File: config.mk
export PLATFORM = sky130hd
export DESIGN_NAME = dc_axi_read_arbiter_flat
export DESIGN_NICKNAME = d
export VERILOG_FILES = /design/src/rtl/dc_axi_read_arbiter_if.sv /design/src/rtl/dc_axi_read_arbiter.sv /design/src/flat_wrapper.sv
export SDC_FILE = /design/constraint.sdc
export NUM_CORES = 1
export LEC_CHECK = 0
export CAP_MARGIN = 5
export CORE_AREA = 2 2 107 109
export CTS_CLUSTER_DIAMETER = 60
export CTS_CLUSTER_SIZE = 30
export DETAILED_ROUTE_END_ITERATION = 6
export DIE_AREA = 0 0 109 111
export PLACE_DENSITY = 0.82
export SKIP_CTS_REPAIR_TIMING = 1
export SLEW_MARGIN = 40
export SYNTH_ARGS = -nofsm -noshare
export SYNTH_HDL_FRONTEND = slang
export SYNTH_SLANG_ARGS = --single-unit
export TNS_END_PERCENT = 50
File: constraint.sdc
create_clock -name clk -period 3.6 [get_ports clk]
set_input_delay 0.9 -clock clk [delete_from_list [all_inputs] [get_ports clk]]
set_output_delay 0.9 -clock clk [all_outputs]
set_load 0.02 [all_outputs]
File: src/rtl/dc_axi_read_arbiter_if.sv
// AXI read-channel bundle (AR + R) shared between the read arbiter and the external port.
interface dc_axi_read_arbiter_if #(
  parameter int unsigned AXI_ARADDR_WIDTH = 32,
  parameter int unsigned AXI_DATA_WIDTH   = 16
);
  logic [7:0]                  arid;
  logic [AXI_ARADDR_WIDTH-1:0] araddr;
  logic [7:0]                  arlen;
  logic [2:0]                  arsize;
  logic [1:0]                  arburst;
  logic                        arvalid;
  logic                        arready;
  logic [7:0]                  rid;
  logic [AXI_DATA_WIDTH-1:0]   rdata;
  logic                        rlast;
  logic                        rvalid;
  logic                        rready;

  modport master (
    output arid, araddr, arlen, arsize, arburst, arvalid,
    input  arready,
    input  rid, rdata, rlast, rvalid,
    output rready
  );

  modport slave (
    input  arid, araddr, arlen, arsize, arburst, arvalid,
    output arready,
    output rid, rdata, rlast, rvalid,
    input  rready
  );
endinterface

File: src/rtl/dc_axi_read_arbiter.sv
// Round-robin AXI read front-end: NUM_CH fetch channels share one AR/R port,
// bursts are tagged with ARID = channel index and R beats are routed back by RID.
module dc_axi_read_arbiter #(
  parameter int unsigned NUM_CH           = 4,
  parameter int unsigned AXI_ARADDR_WIDTH = 32,
  parameter int unsigned AXI_DATA_WIDTH   = 16,
  parameter int unsigned MAX_OUTSTANDING  = 2
) (
  input  logic                                 clk,
  input  logic                                 rst,
  input  logic                                 en_i,
  input  logic [NUM_CH-1:0]                    ch_arvalid_i,
  output logic [NUM_CH-1:0]                    ch_arready_o,
  input  logic [NUM_CH*AXI_ARADDR_WIDTH-1:0]   ch_araddr_i,
  input  logic [NUM_CH*8-1:0]                  ch_arlen_i,
  output logic [NUM_CH-1:0]                    ch_rvalid_o,
  input  logic [NUM_CH-1:0]                    ch_rready_i,
  output logic [AXI_DATA_WIDTH-1:0]            ch_rdata_o,
  output logic                                 ch_rlast_o,
  output logic                                 err_id_o,
  dc_axi_read_arbiter_if.master                axi_io
);

  localparam int unsigned IdxW = $clog2(NUM_CH);
  localparam int unsigned CntW = $clog2(MAX_OUTSTANDING + 1);
  localparam logic [CntW-1:0] MaxOut  = CntW'(MAX_OUTSTANDING);
  localparam logic [7:0]      NumChId = 8'(NUM_CH);
  localparam logic [IdxW-1:0] LastCh  = IdxW'(NUM_CH - 1);

  typedef enum logic [0:0] {StIdle, StIssue} state_e;

  state_e                      state_q, state_d;
  logic [IdxW-1:0]             rr_ptr_q, rr_ptr_d;
  logic [AXI_ARADDR_WIDTH-1:0] araddr_q, araddr_d;
  logic [7:0]                  arlen_q, arlen_d;
  logic [7:0]                  arid_q, arid_d;
  logic                        arvalid_q, arvalid_d;
  logic [CntW-1:0]             cnt_q [NUM_CH];
  logic [CntW-1:0]             cnt_d [NUM_CH];
  logic                        err_q, err_d;

  logic [NUM_CH-1:0] eligible;
  logic              grant_vld;
  logic [IdxW-1:0]   grant_idx;
  logic [IdxW-1:0]   cand;
  logic              ar_hs;
  logic              rid_hit;
  logic [IdxW-1:0]   rid_idx;
  logic              rready;
  logic              r_last_hs;
  logic              inc, dec;

  // Arbitration eligibility: requesting, enabled and below the outstanding cap.
  always_comb begin
    eligible = '0;
    for (int unsigned i = 0; i < NUM_CH; i++) begin
      eligible[i] = en_i && ch_arvalid_i[i] && (cnt_q[i] < MaxOut);
    end
  end

  // Scan rr_ptr+1, rr_ptr+2, ... so the last served channel has lowest priority.
  always_comb begin
    grant_vld = 1'b0;
    grant_idx = '0;
    cand      = '0;
    for (int unsigned k = 1; k <= NUM_CH; k++) begin
      cand = IdxW'((32'(rr_ptr_q) + k) % NUM_CH);
      if (!grant_vld && eligible[cand]) begin
        grant_vld = 1'b1;
        grant_idx = cand;
      end
    end
  end

  assign ar_hs = (state_q == StIssue) && axi_io.arready;

  always_comb begin
    state_d      = state_q;
    rr_ptr_d     = rr_ptr_q;
    araddr_d     = araddr_q;
    arlen_d      = arlen_q;
    arid_d       = arid_q;
    arvalid_d    = arvalid_q;
    ch_arready_o = '0;
    unique case (state_q)
      StIdle: begin
        if (grant_vld) begin
          ch_arready_o[grant_idx] = 1'b1;
          araddr_d  = ch_araddr_i[32'(grant_idx)*AXI_ARADDR_WIDTH +: AXI_ARADDR_WIDTH];
          arlen_d   = ch_arlen_i[32'(grant_idx)*8 +: 8];
          arid_d    = 8'(grant_idx);
          arvalid_d = 1'b1;
          state_d   = StIssue;
        end
      end
      StIssue: begin
        // en_i is ignored here: a presented AR must stay valid until accepted.
        if (axi_io.arready) begin
          arvalid_d = 1'b0;
          rr_ptr_d  = arid_q[IdxW-1:0];
          state_d   = StIdle;
        end
      end
      default: state_d = StIdle;
    endcase
  end

  // R routing is purely combinational and independent of en_i.
  assign rid_hit = axi_io.rid < NumChId;
  assign rid_idx = axi_io.rid[IdxW-1:0];
  assign rready  = rid_hit ? ch_rready_i[rid_idx] : 1'b1;

  always_comb begin
    ch_rvalid_o = '0;
    for (int unsigned i = 0; i < NUM_CH; i++) begin
      ch_rvalid_o[i] = axi_io.rvalid && rid_hit && (axi_io.rid == 8'(i));
    end
  end

  assign r_last_hs = axi_io.rvalid && rready && axi_io.rlast;

  // Outstanding tracking; a simultaneous issue and completion cancel out.
  always_comb begin
    err_d = err_q;
    inc   = 1'b0;
    dec   = 1'b0;
    if (axi_io.rvalid && !rid_hit) begin
      err_d = 1'b1;
    end
    for (int unsigned i = 0; i < NUM_CH; i++) begin
      inc      = ar_hs && (arid_q == 8'(i));
      dec      = r_last_hs && rid_hit && (axi_io.rid == 8'(i));
      cnt_d[i] = cnt_q[i];
      if (inc && !dec) begin
        cnt_d[i] = cnt_q[i] + 1'b1;
      end else if (dec && !inc) begin
        if (cnt_q[i] == '0) begin
          err_d = 1'b1;
        end else begin
          cnt_d[i] = cnt_q[i] - 1'b1;
        end
      end
    end
  end

  always_ff @(posedge clk or posedge rst) begin
    if (rst) begin
      state_q   <= StIdle;
      rr_ptr_q  <= LastCh;
      araddr_q  <= '0;
      arlen_q   <= '0;
      arid_q    <= '0;
      arvalid_q <= 1'b0;
      err_q     <= 1'b0;
      for (int unsigned i = 0; i < NUM_CH; i++) begin
        cnt_q[i] <= '0;
      end
    end else begin
      state_q   <= state_d;
      rr_ptr_q  <= rr_ptr_d;
      araddr_q  <= araddr_d;
      arlen_q   <= arlen_d;
      arid_q    <= arid_d;
      arvalid_q <= arvalid_d;
      err_q     <= err_d;
      for (int unsigned i = 0; i < NUM_CH; i++) begin
        cnt_q[i] <= cnt_d[i];
      end
    end
  end

  assign axi_io.arid    = arid_q;
  assign axi_io.araddr  = araddr_q;
  assign axi_io.arlen   = arlen_q;
  assign axi_io.arsize  = 3'($clog2(AXI_DATA_WIDTH / 8));
  assign axi_io.arburst = 2'b01;
  assign axi_io.arvalid = arvalid_q;
  assign axi_io.rready  = rready;

  assign ch_rdata_o = axi_io.rdata;
  assign ch_rlast_o = axi_io.rlast;
  assign err_id_o   = err_q;

endmodule

File: src/flat_wrapper.sv
// flat-port wrapper written by rule: the top's interface ports become plain ports
module dc_axi_read_arbiter_flat 
#(
  parameter int unsigned NUM_CH           = 4,
  parameter int unsigned AXI_ARADDR_WIDTH = 32,
  parameter int unsigned AXI_DATA_WIDTH   = 16,
  parameter int unsigned MAX_OUTSTANDING  = 2
)
  (clk, rst, en_i, ch_arvalid_i, ch_arready_o, ch_araddr_i, ch_arlen_i, ch_rvalid_o, ch_rready_i, ch_rdata_o, ch_rlast_o, err_id_o, axi_io_arid, axi_io_araddr, axi_io_arlen, axi_io_arsize, axi_io_arburst, axi_io_arvalid, axi_io_arready, axi_io_rid, axi_io_rdata, axi_io_rlast, axi_io_rvalid, axi_io_rready);
  dc_axi_read_arbiter_if #(.AXI_ARADDR_WIDTH(AXI_ARADDR_WIDTH), .AXI_DATA_WIDTH(AXI_DATA_WIDTH)) axi_io_i ();
  input  logic clk;
  input  logic rst;
  input  logic en_i;
  input  logic [NUM_CH-1:0] ch_arvalid_i;
  output logic [NUM_CH-1:0] ch_arready_o;
  input  logic [NUM_CH*AXI_ARADDR_WIDTH-1:0] ch_araddr_i;
  input  logic [NUM_CH*8-1:0] ch_arlen_i;
  output logic [NUM_CH-1:0] ch_rvalid_o;
  input  logic [NUM_CH-1:0] ch_rready_i;
  output logic [AXI_DATA_WIDTH-1:0] ch_rdata_o;
  output logic ch_rlast_o;
  output logic err_id_o;
  output wire logic [$bits(axi_io_i.arid)-1:0] axi_io_arid;
  output wire logic [$bits(axi_io_i.araddr)-1:0] axi_io_araddr;
  output wire logic [$bits(axi_io_i.arlen)-1:0] axi_io_arlen;
  output wire logic [$bits(axi_io_i.arsize)-1:0] axi_io_arsize;
  output wire logic [$bits(axi_io_i.arburst)-1:0] axi_io_arburst;
  output wire logic [$bits(axi_io_i.arvalid)-1:0] axi_io_arvalid;
  input wire logic [$bits(axi_io_i.arready)-1:0] axi_io_arready;
  input wire logic [$bits(axi_io_i.rid)-1:0] axi_io_rid;
  input wire logic [$bits(axi_io_i.rdata)-1:0] axi_io_rdata;
  input wire logic [$bits(axi_io_i.rlast)-1:0] axi_io_rlast;
  input wire logic [$bits(axi_io_i.rvalid)-1:0] axi_io_rvalid;
  output wire logic [$bits(axi_io_i.rready)-1:0] axi_io_rready;
  assign axi_io_arid = axi_io_i.arid;
  assign axi_io_araddr = axi_io_i.araddr;
  assign axi_io_arlen = axi_io_i.arlen;
  assign axi_io_arsize = axi_io_i.arsize;
  assign axi_io_arburst = axi_io_i.arburst;
  assign axi_io_arvalid = axi_io_i.arvalid;
  assign axi_io_i.arready = axi_io_arready;
  assign axi_io_i.rid = axi_io_rid;
  assign axi_io_i.rdata = axi_io_rdata;
  assign axi_io_i.rlast = axi_io_rlast;
  assign axi_io_i.rvalid = axi_io_rvalid;
  assign axi_io_rready = axi_io_i.rready;
  dc_axi_read_arbiter #(.NUM_CH(NUM_CH), .AXI_ARADDR_WIDTH(AXI_ARADDR_WIDTH), .AXI_DATA_WIDTH(AXI_DATA_WIDTH), .MAX_OUTSTANDING(MAX_OUTSTANDING)) u_core (.clk(clk), .rst(rst), .en_i(en_i), .ch_arvalid_i(ch_arvalid_i), .ch_arready_o(ch_arready_o), .ch_araddr_i(ch_araddr_i), .ch_arlen_i(ch_arlen_i), .ch_rvalid_o(ch_rvalid_o), .ch_rready_i(ch_rready_i), .ch_rdata_o(ch_rdata_o), .ch_rlast_o(ch_rlast_o), .err_id_o(err_id_o), .axi_io(axi_io_i));
endmodule
==> results.txt <==
----------------------------------------------------
[Outcome]
  Status ... completed

[Timing]
  Slew at the pin with the worst max-slew slack ... approximately 0.73 ns
  Max Clock Freq ... 282 MHz
  Setup-violating endpoint count in the final report ... 0
  Slew Viols, Final ... 0
  Worst clock skew ... between 0.002 and 0.003 ns
  Final Hold Violating Endpoints ... 0
  Headroom to the max-slew limit ... 0.513
  Tightest hold margin ... roughly 0.47 ns
  Shortest period the worst path allows ... 3.54 ns
  Unrepaired setup endpoints after global routing ... false
  Final clock period utilization by the worst path ... 0.984

[Die]
  Initial cell density of the core ... 0.344
  Vert. Die Dim ... 111 µm
  Die Footprint ... 0.0121 mm²
  Die X-Extent ... roughly 110 µm
  Core Footprint ... about 0.011 mm²
  Top Ports ... roughly 280
  Number of rows in the core area ... 39

[Synth]
  EDFF count, synth ... 0
  Flops & latches, synth ... between 50 and 60
  Sequential-to-total area share from yosys stat ... 0.361
  Number of standard cells after synthesis ... 395
  Fraction of registers with async set/reset ... 1.00
  Synth cell types ... 40
  Synth Area per Inst ... about 9.7 µm²
  Cell area after synthesis ... around 0.0038 mm²
  Warnings from Yosys ... 0
  Post-synth top flop ... dfrtp_1

[Place]
  Placed Instance Area ... just over 0.006 mm²
  Count of input and output buffers ... between 200 and 250
  Global placer's final weighted congestion ... between 0.8 and 0.9
  Final HPWL DP ... roughly 10000 µm

[CTS]
  Sinks on the clock net ... between 50 and 60
  Clock root buffer ... clkbuf_16
  CTS tree ... built
  Clock latency reported for the late side of the worst-skew pair ... about 0.28 ns
  Maximum root-to-sink buffer count ... 2
  CTS buffer count ... 5
  Clock slew at the register clock pins of the worst setup and hold paths ... 0.07 ns
  # H-tree levels ... 2

[Critical path]
  Cell with the biggest individual delay on the critical path ... or4_1
  Cell family contributing the most delay on the critical path ... simple AND/OR/NAND/NOR gates
  Crit-path cells ... clkdlybuf4s50_1 -> or4_1 -> nor3_2 -> nand2_1 -> nor3b_2 -> buf_2
  Arrival time of data at the critical path endpoint ... 2.64 ns
  Worst setup EP type ... output port
  Worst stage delay on the critical path ... ~0.56 ns
  Critical path start-end classification ... primary input to output port
  Maximum fanout encountered on the critical timing path ... 3
  Crit path buffers/inverters ... 2
  Origin of the critical flop-to-flop path ... u_core.cnt_q[3]
  Startpoint Class ... primary input
  Required time of the critical path ... around 2.7 ns
  Worst Setup SP ... axi_io_rid[5]

[Final layout]
  Number of nets in the layout ... 817
  Ant. Diodes ... 0
  Fraction of final layout cells with drive strength greater than 1 ... 0.0637
  Layout-stage area growth over the synthesis result ... 65.3%
  Commonest non-fill, non-tap cells in the layout ... clkdlybuf4s50_1 (226), mux2i_1 (81), nand2_1 (62), dfrtp_1 (53), o221ai_1 (40)
  Layout Cell Area excl Fill ... approximately 0.0063 mm²
  Number of filler cells placed in the layout ... slightly below 1000
  Most frequent standard cell in the layout excluding fill and tap cells ... clkdlybuf4s50_1

[Route]
  Vias per inst ... between 5 and 6
  DR WL/cell ... 17.4 µm
  Vias post-DR ... approximately 3800
  Post-detailed-routing wire length ... 13200 µm
  Initial detailed-routing violation count ... 174
  First drt pass iteration count ... 4
  Final antenna-violating net count ... 0
  DRC ... 0

[Global routing]
  Global-route wire length before repair ... around 20000 µm
  Global Route Usage Sum ... 0.211
  Pin count of the biggest net entering global routing ... 56
  Initial antenna violation count ... 0
  Via count of the first global-routing pass ... slightly below 4000
  Total congestion overflow ... 0

[Power]
  Static Leak ... around 3.1 nW
  Maximum vdd drop ... about 0.32 mV
  Total power per unit cell area ... around 540 mW/mm²
  Power Total ... about 3.4 mW

[Flow run]
  Maximum capacitance violations ... 0

[Min path]
  Type of the worst min-delay path ... register to register
  Worst Min Path Start ... u_core.rr_ptr_q[0]

----------------------------------------------------
[layer usage]
layer,vias to the layer above,share of wire,track usage
li1,1818,-,-
met1,1834,0.38,0.240
met2,172,0.53,0.394
met3,16,0.071,0.0447
met4,0,0.018,0.0487
met5,-,0,0
[power by group]
group | internal [mW] | leakage, nW | switching [mW]
Combinational | 0.901 | 2.36 | 0.888
Clock | 0.297 | 0.0772 | 0.212
Sequential | 0.896 | 0.676 | 0.190
[stage by stage]
step / worst slack (ns) / std cells / utilization / setup TNS (ns)
after floorplan: 0.552 / 404 / - / 0
after global placement: -0.238 / 744 / 0.553 / -1.56
after detailed placement: -0.384 / 744 / 0.553 / -2.59
after CTS: -0.386 / 752 / 0.567 / -2.68
after global routing: 0.000841 / 755 / 0.569 / 0
final: 0.0574 / 755 / 0.569 / 0
[final cells by class]
| cell class | instances | area [µm²] | area share |
|---|---|---|---|
| clock buffers | 8 | 156 | 0.0248 |
| inverters | 16 | 60.1 | 0.00952 |
| multi-input cells | 281 | 2050 | 0.325 |
| flip-flops and latches | 55 | 1380 | 0.219 |
| well taps | 143 | 179 | 0.0284 |
| repair buffers | 252 | 2480 | 0.394 |
[logic make-up after synthesis]
| family | after synthesis | share of synthesized area |
|---|---|---|
| AND/OR/NAND/NOR | 112 | 0.144 |
| adder cells (fa/ha/maj) | 8 | 0.0262 |
| AO/OA/AOI/OAI | 68 | 0.136 |
| other | 2 | 0.00197 |
| multiplexers | 82 | 0.218 |
| buffers and inverters | 68 | 0.112 |
| flip-flops | 55 | 0.361 |
[synthesized netlist by cell type (3+ instances only)]
| master | number | area share |
|---|---|---|
| nand2b_1 | 9 | 0.015 |
| o21ai_0 | 10 | 0.013 |
| nand2_1 | 62 | 0.061 |
| o21ai_1 | 3 | 0.0039 |
| buf_4 | 30 | 0.059 |
| mux2i_1 | 81 | 0.21 |
| dfrtp_1 | 53 | 0.35 |
| buf_6 | 6 | 0.018 |
| a21oi_1 | 3 | 0.0039 |
| ha_1 | 8 | 0.026 |
| nor2b_1 | 10 | 0.016 |
| nor2_1 | 9 | 0.0089 |
| buf_2 | 10 | 0.013 |
| nor3b_1 | 3 | 0.0059 |
| inv_1 | 16 | 0.016 |
| nand3_1 | 3 | 0.0039 |
| o221ai_1 | 40 | 0.092 |
| clkbuf_1 | 6 | 0.0059 |
[final timing paths]
kind,to,slack (ns),cells after the start
worst min register to register,u_core.rr_ptr_q[0],0.47,2
worst max-delay path,ch_rvalid_o[1],0.06,6
worst max register to register,u_core.axi_io.araddr[21],1.05,10
min in group asynchronous,u_core.axi_io.araddr[28],1.13,3
max in group asynchronous,u_core.axi_io.araddr[6],1.96,3
worst min-delay path,u_core.rr_ptr_q[0],0.47,2
[worst register-to-register path: stages, from the launching register on]
cell and delay [ns]:
dfrtp_1 0.43, nand2b_1 0.18, buf_4 0.14, o21ai_0 0.16, nand2_1 0.09, nand4_1 0.09, buf_4 0.16, buf_4 0.12
buf_6 0.47, mux2i_1 0.42, o221ai_1 0.15
[flip-flops by register name, indices dropped and copies added (netlist names)]
name / flops
u_core.err_id_o: 1
u_core.rr_ptr_q: 2
u_core.axi_io.araddr: 32
u_core.state_q: 1
u_core.axi_io.arlen: 8
u_core.cnt_q: 8
u_core.axi_io.arid: 2
u_core.axi_io.arvalid: 1
Power figures use the tool's default switching activity.
